<file path="src/rtl/pc_redirect_unit.sv">
// pc_redirect_unit: fetch PC register with branch/jump redirect, stall hold,
// misaligned-target trap and saturating redirect counter.
//
// Ports:
//   clk, rst        clock, synchronous active-high reset
//   PCSrc, PCTarget taken redirect and its target from execute
//   Stall           fetch hold from the hazard unit
//   PC, PCPlus4     current fetch address and its sequential successor
//   FetchValid      PC is a real fetch
//   FlushD, FlushE  clear IF/ID and ID/EX at the next edge
//   Trap, TrapPC    sticky misaligned-target flag and captured target
//   RedirectCount   accepted redirects, saturating
module pc_redirect_unit #(
    parameter int              WIDTH    = 32,
    parameter logic [WIDTH-1:0] RESET_PC = 32'hBFC00000,
    parameter int              CNT_W    = 16
) (
    input  logic             clk,
    input  logic             rst,
    input  logic             PCSrc,
    input  logic [WIDTH-1:0] PCTarget,
    input  logic             Stall,
    output logic [WIDTH-1:0] PC,
    output logic [WIDTH-1:0] PCPlus4,
    output logic             FetchValid,
    output logic             FlushD,
    output logic             FlushE,
    output logic             Trap,
    output logic [WIDTH-1:0] TrapPC,
    output logic [CNT_W-1:0] RedirectCount
);

    typedef enum logic [1:0] {
        BOOT,
        RUN,
        TRAP
    } state_t;

    state_t           state, state_n;
    logic [WIDTH-1:0] pc_n;
    logic [WIDTH-1:0] tpc_n;
    logic [CNT_W-1:0] cnt_n;
    logic             fv_n;
    logic             trap_n;
    logic             flush;
    logic             bad;
    logic             good;
    logic             hold;

    assign PCPlus4 = PC + WIDTH'(4);

    // Mutually exclusive RUN conditions; redirect outranks stall.
    assign bad  = PCSrc && (PCTarget[1:0] != 2'b00);
    assign good = PCSrc && (PCTarget[1:0] == 2'b00);
    assign hold = Stall && !PCSrc;

    always_comb begin
        state_n = state;
        pc_n    = PC;
        fv_n    = FetchValid;
        trap_n  = Trap;
        tpc_n   = TrapPC;
        cnt_n   = RedirectCount;
        flush   = 1'b0;
        unique case (state)
            BOOT: begin
                state_n = RUN;
                fv_n    = 1'b1;
            end
            RUN: begin
                fv_n = 1'b1;
                unique case (1'b1)
                    bad: begin
                        state_n = TRAP;
                        trap_n  = 1'b1;
                        tpc_n   = PCTarget;
                        fv_n    = 1'b0;
                        flush   = 1'b1;
                    end
                    good: begin
                        pc_n  = PCTarget;
                        flush = 1'b1;
                        if (RedirectCount != {CNT_W{1'b1}})
                            cnt_n = RedirectCount + CNT_W'(1);
                    end
                    hold: begin
                        pc_n = PC;
                    end
                    default: begin
                        pc_n = PCPlus4;
                    end
                endcase
            end
            TRAP: begin
                fv_n   = 1'b0;
                trap_n = 1'b1;
                flush  = 1'b1;
            end
            default: begin
                state_n = BOOT;
                fv_n    = 1'b0;
            end
        endcase
    end

    // Flushes are suppressed while reset is held, whatever the state.
    assign FlushD = flush && !rst;
    assign FlushE = flush && !rst;

    always_ff @(posedge clk) begin
        if (rst) begin
            state         <= BOOT;
            PC            <= RESET_PC;
            FetchValid    <= 1'b0;
            Trap          <= 1'b0;
            TrapPC        <= '0;
            RedirectCount <= '0;
        end else begin
            state         <= state_n;
            PC            <= pc_n;
            FetchValid    <= fv_n;
            Trap          <= trap_n;
            TrapPC        <= tpc_n;
            RedirectCount <= cnt_n;
        end
    end

endmodule

</file>
<file path="config.mk">
export PLATFORM = sky130hd
export DESIGN_NAME = pc_redirect_unit
export DESIGN_NICKNAME = d
export VERILOG_FILES = /design/src/rtl/pc_redirect_unit.sv
export SDC_FILE = /design/constraint.sdc
export NUM_CORES = 1
export LEC_CHECK = 0
export BUFFER_PORTS_ARGS = -buffer_cell sky130_fd_sc_hd__buf_2
export CAP_MARGIN = 40
export CORE_ASPECT_RATIO = 2
export CORE_MARGIN = 3
export CORE_UTILIZATION = 41
export DETAILED_ROUTE_END_ITERATION = 7
export PLACE_DENSITY = 0.78
export RECOVER_POWER = 100
export SYNTH_ARGS = -nofsm -noshare
export SYNTH_HDL_FRONTEND = slang
export SYNTH_SLANG_ARGS = --single-unit
export TNS_END_PERCENT = 50
</file>
<file path="constraint.sdc">
create_clock -name clk -period 2.6 [get_ports clk]
set_input_delay 0.52 -clock clk [delete_from_list [all_inputs] [get_ports clk]]
set_output_delay 0.52 -clock clk [all_outputs]
set_load 0.005 [all_outputs]
</file>
**After elaboration in Yosys (flattened, before gate mapping)**

Cells that the tools add are included.

- Bitwise gates (word level): 2
- Div/mod/pow operators: 0
- $add $sub $neg: 2
- Eq/ne operators: 4
- Multipliers: 0
- Reduce and logical (&&, ||, !) cells: 17
- $lt $le $gt $ge: 0
- Shift-type cells: 0
- Muxes and demuxes: 9

Operators with widths:

| cell | count |
|---|---|
| 32-bit case mux with 2 select lines | 1 |
| 32-bit by 3-bit adder with 32-bit output, second input constant | 1 |
| 16-bit by 1-bit adder with 16-bit output, second input constant | 1 |
| 16-bit != test, second input constant | 1 |
| 2-bit AND reduction | 4 |
| 1-bit case mux with 2 select lines | 3 |
| 2-bit case mux with 3 select lines | 1 |
| 1-bit logical AND | 4 |
| 2-bit logical NOT | 2 |
| 2-bit nonzero test | 2 |
| 2-bit OR reduction | 2 |
| 1-bit two-way mux | 3 |
| 3-bit AND reduction | 1 |
| 2-bit by 1-bit == test with 1-bit output, second input constant | 1 |
| 2-bit == test, second input constant | 1 |
| 1-bit logical NOT | 2 |
| 2-bit two-way mux | 1 |
| 2-bit != test, second input constant | 1 |
| 1-bit NOT | 2 |

- Bits in read-only memories: 0
- Word-level logic and storage cells: 40
- Latch bits: 0
- Memories kept: 0
- Register bits: 84
- Output and inout port bits: 116
- Memory bits (writable): 0
- Input bits: 36

**Longest topological paths before layout**

- Depth after elaboration: 6
- Depth in mapped cells: 9
- Depth with buffers taken out: 7

**Least setup slack after synthesis**

No wires, ideal clock.

- Path kind: flip-flop to output port
- From: register PC[2]
- To: output PCPlus4[23]
- Stages on the path, launching flop included: 6
- Data arrival time: 1,757 ps
- Data required time: 2,080 ps
- Setup slack: 323 ps
- Cells stage by stage: dfxtp_1 nand2_1 or4_4 buf_6 nor4_4 xnor2_1

- Longest elaborated chain between the ends: 1

Ends and longest elaborated chain:

| item | RTL line | RTL |
|---|---|---|
| from (decl) | 23 | `output logic [WIDTH-1:0] PC,` |
| from (signal assigned) | 120 | `PC <= pc_n;` |
| 32-bit by 3-bit adder with 32-bit output | 50 | `assign PCPlus4 = PC + WIDTH'(4);` |
| to (decl) | 24 | `output logic [WIDTH-1:0] PCPlus4,` |

Every way passes these cells.

**Worst setup path after layout**

- From: register PC[10]
- To: output PCPlus4[15]

Same word-level chain as after synthesis.

==> reports/summary.txt <==
Initial core utilization -> 42.1%
Synth Net Count -> 613
Share of the synthesized netlist area taken by xor and xnor gates -> 8.03%
Area delta synth->final -> 32.9%
Maximum achievable frequency -> 0.393 GHz
Synth Area in Simple Gates -> 28.5%
Startpoint kind of the worst setup timing path -> flop
Count of pins on the block boundary -> 152
Reg2reg end -> RedirectCount[12]
TritonCTS buffer count -> 9
Async S/R FF share, synth -> 0%
Number of setup violations in the final report -> 0
Int Power -> 2280 uW
Area of the die -> 12300 um2
Part of the power in registers -> 44.6%
Headroom to the max-slew limit -> -14.5%
ANT nets after route -> 0
Final cell count without fillers -> 880
Final core utilization -> 56.0%
Deepest level of the CTS H-tree -> 3
Placement Setup Slack -> 108 ps
Crit path required time -> 2080 ps
Top flip-flop cell by instance count after synthesis -> sky130_fd_sc_hd__dfxtp_1
Dpl cells -> 848
Core outline area -> 10600 um2
RSZ-0062 raised after global routing -> yes
Worst vdd ir -> 0.000340 V
Final #Nets -> 780
Pwr per Cell Area -> 528 nW/um2
Routability cong. -> 0.875
Fraction of synthesized area in multiplexers -> 0.700%
Vias in the first global route -> 4822
Portion of the post-synthesis area used by sequential elements -> 37.6%
Comb pwr share -> 15.6%
Most used cells in the layout excluding fill and tap cells -> sky130_fd_sc_hd__buf_2 (131), sky130_fd_sc_hd__nand2_1 (93), sky130_fd_sc_hd__dfxtp_1 (72), sky130_fd_sc_hd__a21oi_1 (57), sky130_fd_sc_hd__nor2_1 (50)
Final HPWL from detailed placement -> 10900 um
Max cap viols -> 1
Worst Max-Slew Pin Slew -> 1720 ps
CTS root buffer -> sky130_fd_sc_hd__clkbuf_16
Grt ovf -> 0
First-pass GRT wire length -> 23100 um
Share of layout cells above drive strength 1 -> 31.3%
Max FO, Critical Path -> 6
CTS Buffer Depth -> 2
Initial DRC count -> 364
Design area -> 5940 um2
Worst path setup slack after routing -> 52.4 ps
Final Hold Fails -> 0
Die Y -> 154 um
Worst r2r path cells -> 7
Largest family of logic cells by synthesized area -> simple AND/OR/NAND/NOR gates
Minimum clock period after layout -> 2550 ps
Most common library cell in the layout ignoring fill and taps -> sky130_fd_sc_hd__buf_2
Later-pin clock latency in the skew report -> 330 ps
Switching power total -> 856 uW
Port Buffers -> 151
Wire length reported by the detailed router -> 14800 um
Number of detailed-route iterations in the first pass -> 5
Via-per-instance ratio -> 5.54
Class of the worst hold path -> in -> reg
Timing startpoint of the critical path -> PC[10]
Post-layout total power -> 3130 uW
YS warnings -> 0
Number of enable flip-flop cells after synthesis -> 0
Final worst-path cycle share -> 98.0%
CTS tree -> yes
Cell count after synthesis -> 571
Antenna violations before repair -> 1
Clock transition at path regs -> 60 ps
Worst clock skew on the final layout -> 4.37 ps
Post-Synth Adder-Cell Area -> 1.68%
Clock sinks -> 84
Clock network power share -> 39.8%
Area fraction in compound gates after synthesis -> 17.9%
Via count -> 4879
Number of pins exceeding their max-slew limit in the final report -> 40
Post-detailed-placement cell area -> 5480 um2
Result of the run -> finished, violations left
Reg2reg setup slack -> 410 ps
Average routed wire per standard cell -> 16.8 um
FF+latch count, synth -> 84
Failing checks -> max-capacitance violations, max-slew violations
Final routed DRC violation total -> 0
Pin count of the biggest net entering global routing -> 48
Category of the critical setup timing path -> reg -> out
Cell variety after synth -> 65
DIE WIDTH -> 79.8 um
Switching share of total power -> 27.3%
Data arrival time at the worst-slack endpoint -> 2030 ps
All-Layer GR Usage -> 23.7%
Number of placement rows -> 53
Static leakage -> 0.00251 uW
Average size of a mapped cell -> 7.83 um2
Cell Area, Synth -> 4470 um2
Category of the worst setup path capture point -> output port
Cts hold-fix bufs -> 0
Capturing instance or port of the critical path -> PCPlus4[15]
Startpoint of the worst-slack reg-to-reg timing path -> state[1]
cells by family after synthesis:
group | Yosys count
buffers and inverters | 58
AO/OA/AOI/OAI | 128
XOR/XNOR | 41
flip-flops | 84
AND/OR/NAND/NOR | 251
multiplexers | 3
adder cells (fa/ha/maj) | 6
synthesized netlist by cell type (5+ instances only):
cell type / count / area share, %
sky130_fd_sc_hd__nand4_1: 12 / 1.7
sky130_fd_sc_hd__nor3_1: 14 / 1.6
sky130_fd_sc_hd__inv_1: 12 / 1.0
sky130_fd_sc_hd__a211oi_1: 6 / 1.0
sky130_fd_sc_hd__nor4_1: 8 / 1.1
sky130_fd_sc_hd__xnor2_1: 31 / 6.1
sky130_fd_sc_hd__ha_1: 6 / 1.7
sky130_fd_sc_hd__clkbuf_1: 30 / 2.5
sky130_fd_sc_hd__a22oi_1: 8 / 1.3
sky130_fd_sc_hd__a21oi_1: 57 / 6.4
sky130_fd_sc_hd__xor2_1: 10 / 2.0
sky130_fd_sc_hd__and3_1: 10 / 1.4
sky130_fd_sc_hd__nand3_1: 27 / 3.0
sky130_fd_sc_hd__buf_2: 8 / 0.90
sky130_fd_sc_hd__dfxtp_1: 84 / 38
sky130_fd_sc_hd__a31oi_1: 5 / 0.70
sky130_fd_sc_hd__nand2_1: 94 / 7.9
sky130_fd_sc_hd__o21ai_0: 16 / 1.8
sky130_fd_sc_hd__nor2_1: 51 / 4.3
state kept, by name (all words and copies together), names as in the netlist:
name           flops
TrapPC            32
FetchValid         1
RedirectCount     16
state              2
Trap               1
PC                32
routing by layer:
| layer | global-route usage, % | wire, um |
|---|---|---|
| met5 | 0 | 0 |
| met1 | 23.7 | 5100 |
| met3 | 5.51 | 903 |
| met2 | 42.9 | 8010 |
| met4 | 14.1 | 803 |
per-stage QoR:
stage               hold slack, ps  TNS (ps)
floorplan                      453         0
global placement               439         0
detailed placement             445         0
CTS                            428         0
global route                   429     -37.9
finish                         435         0
layout make-up:
type	instances	area [um2]
diodes	1	2.50
clock buffers	10	229
clock inverters	5	53.8
fillers	1024	4670
inverters	12	45.0
multi-input cells	429	2600
flip-flops and latches	84	1710
well taps	137	171
repair buffers	202	1130
worst min-delay path by stage:
stage,end,cells past startpoint,start
2_1_floorplan,TrapPC[0],2,TrapPC[0]
3_3_place_gp,TrapPC[14],2,TrapPC[14]
3_5_place_dp,TrapPC[11],2,TrapPC[11]
4_1_cts,TrapPC[18],3,PCTarget[18]
5_1_grt,TrapPC[10],3,PCTarget[10]
6_report,TrapPC[10],3,PCTarget[10]
power by group through the flow:
stage / combinational [uW] / clock, uW / sequential, uW
floorplan: 255 / 0 / 1420
global placement: 469 / 0 / 1420
detailed placement: 480 / 0 / 1420
CTS: 486 / 1260 / 1400
global route: 540 / 1330 / 1400
finish: 489 / 1250 / 1400
critical path: stages, from the launching register on:
cell	delay, ps
sky130_fd_sc_hd__dfxtp_4	380
sky130_fd_sc_hd__nand4_4	110
sky130_fd_sc_hd__buf_4	180
sky130_fd_sc_hd__nor4_4	190
sky130_fd_sc_hd__buf_4	190
sky130_fd_sc_hd__buf_4	130
sky130_fd_sc_hd__nand3_1	90
sky130_fd_sc_hd__xnor2_1	250
sky130_fd_sc_hd__buf_2	170
what timing repair did:
| item | CTS | global route |
|---|---|---|
| buffers inserted | 8 | 8 |
| resized for setup | 8 | 21 |
| pin swaps | 5 | 8 |
| gates cloned | 0 | 0 |
| endpoints found under the setup margin | 13 | 10 |
Power figures use the tool's default switching activity.
